File: config.mk
export PLATFORM = sky130hd
export DESIGN_NAME = truco_bet_ctrl
export DESIGN_NICKNAME = d
export VERILOG_FILES = /design/src/rtl/truco_bet_ctrl.sv
export SDC_FILE = /design/constraint.sdc
export NUM_CORES = 1
export LEC_CHECK = 0
export BUFFER_PORTS_ARGS = -buffer_cell sky130_fd_sc_hd__buf_2
export CAP_MARGIN = 10
export CORE_UTILIZATION = 50
export CTS_BUF_LIST = sky130_fd_sc_hd__clkbuf_8
export DETAILED_ROUTE_END_ITERATION = 8
export PLACE_DENSITY_LB_ADDON = 0.25
export SYNTH_ARGS = -nofsm -noshare
export SYNTH_HDL_FRONTEND = slang
export SYNTH_SLANG_ARGS = --single-unit
File: constraint.sdc
create_clock -name clk -period 1.8 [get_ports clk]
set_clock_uncertainty 0.05 [all_clocks]
set_input_delay 0.09 -clock clk [delete_from_list [all_inputs] [get_ports clk]]
set_output_delay 0.09 -clock clk [all_outputs]
set_load 0.005 [all_outputs]
File: src/rtl/truco_bet_ctrl.sv
// Bet-negotiation controller for one Truco hand: tracks the 1/3/6/9/12 value ladder,
// enforces turn order between the two players and flags folds and illegal requests.
module truco_bet_ctrl (
   input  logic       clk,
   input  logic       clr,
   input  logic       new_hand,
   input  logic       hand_end,
   input  logic [1:0] raise,
   input  logic [1:0] accept,
   input  logic [1:0] reject,
   output logic [3:0] hand_value,
   output logic [3:0] pending_value,
   output logic       waiting,
   output logic       resp_player,
   output logic [1:0] last_raiser,
   output logic       in_hand,
   output logic       fold_valid,
   output logic       fold_winner,
   output logic       err,
   output logic [1:0] dbg_state
);

   typedef enum logic [1:0] {
      IDLE = 2'd0,
      OPEN = 2'd1,
      WAIT = 2'd2
   } state_e;

   state_e     state_q, state_d;
   logic [3:0] hand_value_q, hand_value_d;
   logic [3:0] pending_value_q, pending_value_d;
   logic       waiting_q, waiting_d;
   logic       resp_player_q, resp_player_d;
   logic [1:0] last_raiser_q, last_raiser_d;
   logic       in_hand_q, in_hand_d;
   logic       fold_valid_q, fold_valid_d;
   logic       fold_winner_q, fold_winner_d;
   logic       err_q, err_d;

   logic       r;
   logic       r_raise, r_accept, r_reject, other_any;
   logic       open_raise_ok;

   function automatic logic [3:0] next_value(input logic [3:0] v);
      case (v)
         4'd1:    next_value = 4'd3;
         4'd3:    next_value = 4'd6;
         4'd6:    next_value = 4'd9;
         default: next_value = 4'd12;
      endcase
   endfunction

   always_comb begin
      state_d         = state_q;
      hand_value_d    = hand_value_q;
      pending_value_d = pending_value_q;
      waiting_d       = waiting_q;
      resp_player_d   = resp_player_q;
      last_raiser_d   = last_raiser_q;
      in_hand_d       = in_hand_q;
      fold_valid_d    = 1'b0;
      fold_winner_d   = fold_winner_q;
      err_d           = 1'b0;

      r         = resp_player_q;
      r_raise   = raise[r];
      r_accept  = accept[r];
      r_reject  = reject[r];
      other_any = raise[~r] | accept[~r] | reject[~r];
      // A raise is legal only as a single bit, from someone other than the last raiser, below 12.
      open_raise_ok = ((raise == 2'b01) || (raise == 2'b10)) &&
                      (raise != last_raiser_q) && (hand_value_q != 4'd12);

      if (new_hand) begin
         state_d         = OPEN;
         hand_value_d    = 4'd1;
         pending_value_d = 4'd0;
         waiting_d       = 1'b0;
         last_raiser_d   = 2'b00;
         in_hand_d       = 1'b1;
      end else begin
         case (state_q)
            OPEN: begin
               if (hand_end) begin
                  state_d   = IDLE;
                  in_hand_d = 1'b0;
               end else if ((|accept) || (|reject) || (raise == 2'b11)) begin
                  err_d = 1'b1;
               end else if (raise != 2'b00) begin
                  if (open_raise_ok) begin
                     state_d         = WAIT;
                     waiting_d       = 1'b1;
                     pending_value_d = next_value(hand_value_q);
                     resp_player_d   = ~raise[1];
                     last_raiser_d   = raise;
                  end else begin
                     err_d = 1'b1;
                  end
               end
            end
            WAIT: begin
               if (hand_end || other_any) begin
                  err_d = 1'b1;
               end else if (r_reject) begin
                  state_d         = IDLE;
                  waiting_d       = 1'b0;
                  in_hand_d       = 1'b0;
                  pending_value_d = 4'd0;
                  fold_valid_d    = 1'b1;
                  fold_winner_d   = ~r;
               end else if (r_raise) begin
                  // Re-raise implicitly accepts the outstanding offer first.
                  if (pending_value_q != 4'd12) begin
                     hand_value_d    = pending_value_q;
                     pending_value_d = next_value(pending_value_q);
                     resp_player_d   = ~r;
                     last_raiser_d   = r ? 2'b10 : 2'b01;
                  end else begin
                     err_d = 1'b1;
                  end
               end else if (r_accept) begin
                  state_d         = OPEN;
                  waiting_d       = 1'b0;
                  hand_value_d    = pending_value_q;
                  pending_value_d = 4'd0;
               end
            end
            default: ;
         endcase
      end
   end

   always_ff @(posedge clk) begin
      if (clr) begin
         state_q         <= IDLE;
         hand_value_q    <= 4'd0;
         pending_value_q <= 4'd0;
         waiting_q       <= 1'b0;
         resp_player_q   <= 1'b0;
         last_raiser_q   <= 2'b00;
         in_hand_q       <= 1'b0;
         fold_valid_q    <= 1'b0;
         fold_winner_q   <= 1'b0;
         err_q           <= 1'b0;
      end else begin
         state_q         <= state_d;
         hand_value_q    <= hand_value_d;
         pending_value_q <= pending_value_d;
         waiting_q       <= waiting_d;
         resp_player_q   <= resp_player_d;
         last_raiser_q   <= last_raiser_d;
         in_hand_q       <= in_hand_d;
         fold_valid_q    <= fold_valid_d;
         fold_winner_q   <= fold_winner_d;
         err_q           <= err_d;
      end
   end

   assign hand_value    = hand_value_q;
   assign pending_value = pending_value_q;
   assign waiting       = waiting_q;
   assign resp_player   = resp_player_q;
   assign last_raiser   = last_raiser_q;
   assign in_hand       = in_hand_q;
   assign fold_valid    = fold_valid_q;
   assign fold_winner   = fold_winner_q;
   assign err           = err_q;
   assign dbg_state     = state_q;

endmodule

==> results of run 1 <==
power by group through the flow:
stage | Clock (mW) | Sequential (mW) | Combinational (mW)
detailed placement | 0 | 0.427 | 0.231
global route | 0.354 | 0.421 | 0.306
CTS | 0.340 | 0.418 | 0.256
finish | 0.344 | 0.420 | 0.287
global placement | 0 | 0.426 | 0.223
floorplan | 0 | 0.432 | 0.119
worst max-delay path, delay by kind of cell, from the launching register on:
kind | cells | cell delay, ns
AO/OA/AOI/OAI | 3 | 0.48
AND/OR/NAND/NOR | 1 | 0.42
buffers and inverters | 3 | 0.39
flip-flops | 1 | 0.34
multiplexers | 1 | 0.20
worst min-delay path by stage:
| stage | start | slack, ns | endpoint |
|---|---|---|---|
| floorplan | clr | 0.10 | resp_player |
| global placement | clr | 0.31 | resp_player |
| detailed placement | clr | 0.31 | dbg_state[0] |
| CTS | clr | 0.04 | dbg_state[0] |
| global route | clr | 0.06 | in_hand |
| finish | clr | 0.05 | in_hand |
per-stage QoR:
stage / utilization / hold WS (ns) / worst slack [ns] / cell area, µm²
floorplan: - / 0.1047 / -0.09109 / 1235
global placement: 0.7169 / 0.3103 / -0.1291 / 1632
detailed placement: 0.7169 / 0.3117 / -0.1802 / 1632
CTS: 0.7850 / 0.04497 / -0.1389 / 1787
global route: 0.8087 / 0.05594 / -0.1782 / 1841
finish: 0.8087 / 0.04912 / -0.1391 / 1841
synth_stat cells, types with 4 or more instances:
library cell / number / area, µm²
ha_1: 4 / 50.05
inv_1: 9 / 33.78
a31oi_1: 4 / 25.02
nand2_1: 9 / 33.78
nor2_1: 11 / 41.29
o21ai_0: 7 / 35.03
a21oi_1: 9 / 45.04
dfxtp_1: 18 / 360.4
nor3_1: 6 / 30.03
mux2i_1: 11 / 110.1
sequential cells by signal (all words and copies together) (netlist names):
register,flops
hand_value,4
pending_value,4
dbg_state,2
last_raiser,2
err,1
fold_valid,1
fold_winner,1
in_hand,1
resp_player,1
waiting,1
layout make-up:
type	count	area (µm²)	share of cell area
tap	28	35.03	0.01903
timing repair buffer	66	439.2	0.2386
clock buffer	4	55.05	0.02991
sequential	18	364.1	0.1978
multi-input combinational	113	913.4	0.4963
inverter	9	33.78	0.01835
kinds of logic after synthesis:
logic type | count (synthesis)
xor+xnor | 2
flops | 18
fa+ha+maj | 4
buf+inv | 14
compound gates | 43
mux | 11
simple gates | 53
layer usage:
| metal | routed length (µm) | part of all wire |
|---|---|---|
| met4 | 262 | 0.059 |
| met5 | 0 | 0 |
| met3 | 402 | 0.090 |
| met2 | 2022 | 0.45 |
| met1 | 1774 | 0.40 |
layout by cell type (no fill, tap or decap), types with 5 or more instances in the layout:
cell type | netlist | routed
mux2i_1 | 11 | 10
buf_4 | 0 | 36
buf_2 | 0 | 27
dfxtp_1 | 18 | 15
inv_1 | 9 | 9
nor2_1 | 11 | 10
nand2_1 | 9 | 9
o21ai_0 | 7 | 7
a21oi_1 | 9 | 5
nor3_1 | 6 | 5
repair_timing:
item                                    CTS  global route
endpoints found under the setup margin   15            16
setup buffers                             3             0
resized for setup                        16            11
pin swaps                                10             8
==> flow_metrics.tcl, run 1 <==
set metrics [dict create \
    finalSetupTns_ns -1.251 \
    initial_core_util 0.5421 \
    startpoint "resp_player" \
    htreeDepth 1 \
    drv_cap 0 \
    via_count 1527 \
    seqPwrFrac 0.400 \
    nNetsFinal 225 \
    grtUsageMet3 0.05848 \
    synthFlopType "dfxtp_1" \
    timing.final.ws_setup_ns -0.1391 \
    critPathCaptureType "flop" \
    tightestPinTransition_ns 0.5721 \
    drc 0 \
    worst_slew_margin_rel 0.6169 \
    post_drt_via_cell_ratio 6.416 \
    ys_ff_latch 18 \
    postRouteAntennaNets 0 \
    wl_mm 4.461 \
    power_mw 1.050 \
    die_h_um 51.67 \
    violations "setup timing" \
    p_leak_nw 0.8394 \
    p_clk_frac 0.328 \
    insertion_delay_ns 0.26 \
    grt_pass1_wl_mm 7.314 \
    setup_viol 16 \
    finalCriticalPeriod_ns 1.939 \
    dp_hpwl_mm 3.003 \
    die_area_um2 2670 \
    power_frac_comb 0.273 \
    syn_area_um2 1234 \
    dp_cells 231 \
    ctsHoldBuffers 0 \
    synth_compound_area_frac 0.2383 \
    synth_mux_area_frac 0.08925 \
    core-area_um2 2276 \
    layoutNonFillerInstCount 238 \
    hold_viol 0 \
    synth_top_family_by_area "simple AND/OR/NAND/NOR gates" \
    clkTransAtPathRegs_ns 0.07 \
    netlist-cell-type-count 44 \
    powerDensity_nw_per_um2 570.5 \
    start_kind "flop" \
    timing.final.crit_share 1.077 \
    crit_path_cell_trace "buf_6 > buf_6 > mux2i_4 > buf_6 > a41oi_4 > o21ai_2 > or4_1 > a21oi_2" \
    n_antenna_cell 0 \
    cts-buffers-inserted 3 \
    status "complete, but fails checks" \
    dr.pass1.iters 4 \
    yosysSeqAreaShare 0.2921 \
    clock_sink_count 18 \
    top_usage_layer "met2" \
    antenna_found_initial 0 \
    wl_per_cell_um 18.74 \
    grt_pass1_vias 1503 \
    die_w_um 51.67 \
    path_common_cell "buf_6" \
    rows 17 \
    ios 28 \
    ir_drop_mv 0.4666 \
    final.fill_count 146 \
    grtUsageTotal 0.3728 \
    critPathMaxFanout 7 \
    cts_buffer_depth 2 \
    grt_use_met2 0.6169 \
    hold_class "in -> reg" \
    whs_path_depth 2 \
    syn_to_final_growth_pct 49.19 \
    worstSetupEndpoint "dbg_state[1]" \
    p_int_mw 0.7392 \
    overflow 0 \
    sw_frac_of_total 0.2961 \
    drive_above_1_share 0.4810 \
    cp_slowest_cell "or4_1" \
    yosys_warnings 0 \
    drt-initial-drc-count 59 \
    cts_root_buf "clkbuf_8" \
    portBuffers 27 \
    r2r_setup_slack_ns -0.14 \
    r2r_end "dbg_state[1]" \
    ff2ff_path_depth 8 \
    crit_required_ns 1.95 \
    path_class "reg -> reg" \
    cp_slowest_stage_delay_ns 0.42 \
    synth_fa_ha_area_frac 0.04057 \
    cts_tree "yes" \
    place_congestion 1.025 \
    final_max_slew_viol_count 0 \
    grt_max_degree 11 \
    synthCells 145 \
    r2r-start "resp_player" \
    rsz0062_at_grt "yes" \
    synth_xor_area_frac 0.01420 \
    async_flop_share 0 \
    clock.fmax_mhz 515.7 \
    synth_edf_count 0 \
    critPathArrivalTime_ns 2.09 \
    grt_use_met1 0.4654 \
    avgSynthCellArea_um2 8.508 \
    power.switching_mw 0.3109 \
    syn-num-nets 159 \
    synthSimpleGateAreaFrac 0.2627 \
]
(Power assumes the default switching activity.)
==> inputs of run 2 (changes only) <==
--- a/config.mk
+++ b/config.mk
@@ -11,6 +11,7 @@
 export CTS_BUF_LIST = sky130_fd_sc_hd__clkbuf_8
 export DETAILED_ROUTE_END_ITERATION = 8
 export PLACE_DENSITY_LB_ADDON = 0.25
+export SETUP_SLACK_MARGIN = 0.05
 export SYNTH_ARGS = -nofsm -noshare
 export SYNTH_HDL_FRONTEND = slang
 export SYNTH_SLANG_ARGS = --single-unit
==> run 2 against run 1 <==
Final area shrank 1.3%. Routed wire length shrank 2.2%. Count of clock-buffer cells in the layout is the same. The run still ends with setup timing left. Critical path depth shrank 3. Utilization shrank 1.0 points. Clock power shrank 1%. Global-route usage shrank 2.7 points. First-iteration DRC count grew 85%. Critical path type unchanged. Die area is the same.
==> flow_metrics.tcl, run 2 (synthesized netlist as in run 1, its figures left out) <==
set metrics [dict create \
    antenna_found_initial 0 \
    dp_cells 231 \
    cts_tree "yes" \
    place_congestion 0.9413 \
    power.switching_mw 0.2987 \
    wl_per_cell_um 18.19 \
    finalCriticalPeriod_ns 1.911 \
    cts_buffer_depth 2 \
    rsz0062_at_grt "yes" \
    grtUsageTotal 0.3458 \
    ir_drop_mv 0.4506 \
    final_max_slew_viol_count 0 \
    critPathCaptureType "flop" \
    htreeDepth 1 \
    rows 17 \
    postRouteAntennaNets 0 \
    tightestPinTransition_ns 0.4732 \
    drc 0 \
    die_h_um 51.67 \
    initial_core_util 0.5421 \
    power_frac_comb 0.268 \
    dp_hpwl_mm 2.940 \
    cts_root_buf "clkbuf_8" \
    insertion_delay_ns 0.26 \
    start_kind "flop" \
    p_clk_frac 0.327 \
    die_w_um 51.67 \
    drt-initial-drc-count 109 \
    timing.final.crit_share 1.062 \
    power_mw 1.035 \
    hold_class "in -> reg" \
    n_antenna_cell 0 \
    grt_pass1_wl_mm 6.720 \
    powerDensity_nw_per_um2 569.8 \
    layoutNonFillerInstCount 240 \
    wl_mm 4.365 \
    ios 28 \
    crit_required_ns 1.90 \
    final_common_cell "buf_4" \
    dr.pass1.iters 5 \
    grt_max_degree 11 \
    setup_viol 12 \
    most-common-layout-cells "buf_4 (40), buf_2 (27), dfxtp_1 (16), mux2i_1 (11), nor2_1 (10)" \
    worst_slew_margin_rel 0.6834 \
    grt_pass1_vias 1489 \
    hold_viol 0 \
    critPathArrivalTime_ns 2.01 \
    path_class "reg -> reg" \
    r2r_setup_slack_ns -0.11 \
    ctsHoldBuffers 0 \
    syn_to_final_growth_pct 47.26 \
    critPathMaxFanout 6 \
    clock_sink_count 18 \
    portBuffers 27 \
    overflow 0 \
    drv_cap 0 \
    core-area_um2 2276 \
    sw_frac_of_total 0.2886 \
    p_leak_nw 0.8433 \
    clock.fmax_mhz 523.2 \
    p_int_mw 0.7364 \
    timing.final.ws_setup_ns -0.1113 \
    drive_above_1_share 0.4764 \
    post_drt_via_cell_ratio 6.388 \
    die_area_um2 2670 \
    status "complete, but fails checks" \
    cts-buffers-inserted 3 \
    via_count 1533 \
    nNetsFinal 227 \
    violations "setup timing" \
    seqPwrFrac 0.404 \
    clkTransAtPathRegs_ns 0.07 \
]
-- run 2: cell count changes in the layout (fill, tap and decap cells not counted), moves of 2 or more --
cell and delta:
buf_4 +4, a21oi_1 +3, buf_6 -2, a21oi_2 -3
-- run 2: metal layers --
metal	vias to the layer above	share of wire	routed length, µm	track usage
li1	686	-	-	-
met1	717	0.39	1692	0.4161
met2	104	0.48	2096	0.5844
met4	0	0.040	174	0.1892
met3	26	0.092	402	0.05263
met5	-	0	0	0
-- run 2: worst max-delay path: stages (launching register included) --
cell and delay (ns):
dfxtp_2 0.34, or4_4 0.50, a21o_4 0.27, or4_4 0.42, mux2i_1 0.16, nor2_1 0.06
-- run 2: worst paths after layout --
check                            startpoint            to  depth (start not counted)
worst max-delay path            resp_player   fold_winner                          5
worst min-delay path                    clr  dbg_state[0]                          2
worst max register to register  resp_player   fold_winner                          5
worst min register to register      in_hand       in_hand                          2
-- run 2: area by class of cell --
class	instances	area, µm²
Clock buffer	4	55.05
Fill cell	138	459.2
Timing Repair Buffer	68	446.7
Tap cell	28	35.03
Multi-Input combinational cell	113	883.3
Sequential cell	18	362.8
Inverter	9	33.78
-- run 2: timing repair --
action                                 4_1_cts  5_1_grt
pin swaps                                    9        5
setup buffers                                4        1
endpoints found under the hold margin        0        0
resized for setup                            9       10
setup endpoints to repair                   16       17
-- run 2: metrics by stage --
step	setup slack (ns)	TNS, ns	utilization	cell area (µm²)	hold slack [ns]
after floorplan	-0.09109	-0.2852	-	1242	0.1047
after global placement	-0.1351	-1.079	0.7202	1639	0.3146
after detailed placement	-0.1768	-1.586	0.7202	1639	0.3184
after CTS	-0.07870	-0.5492	0.7779	1770	0.05642
after global routing	-0.1881	-1.549	0.7982	1817	0.06136
final	-0.1113	-0.8506	0.7982	1817	0.06708
-- run 2: power by group through the flow --
stage / Combinational, mW / Clock (mW) / Sequential (mW)
CTS: 0.253 / 0.339 / 0.419
global placement: 0.225 / 0 / 0.426
global route: 0.295 / 0.361 / 0.420
finish: 0.278 / 0.339 / 0.419
detailed placement: 0.233 / 0 / 0.428
floorplan: 0.121 / 0 / 0.432
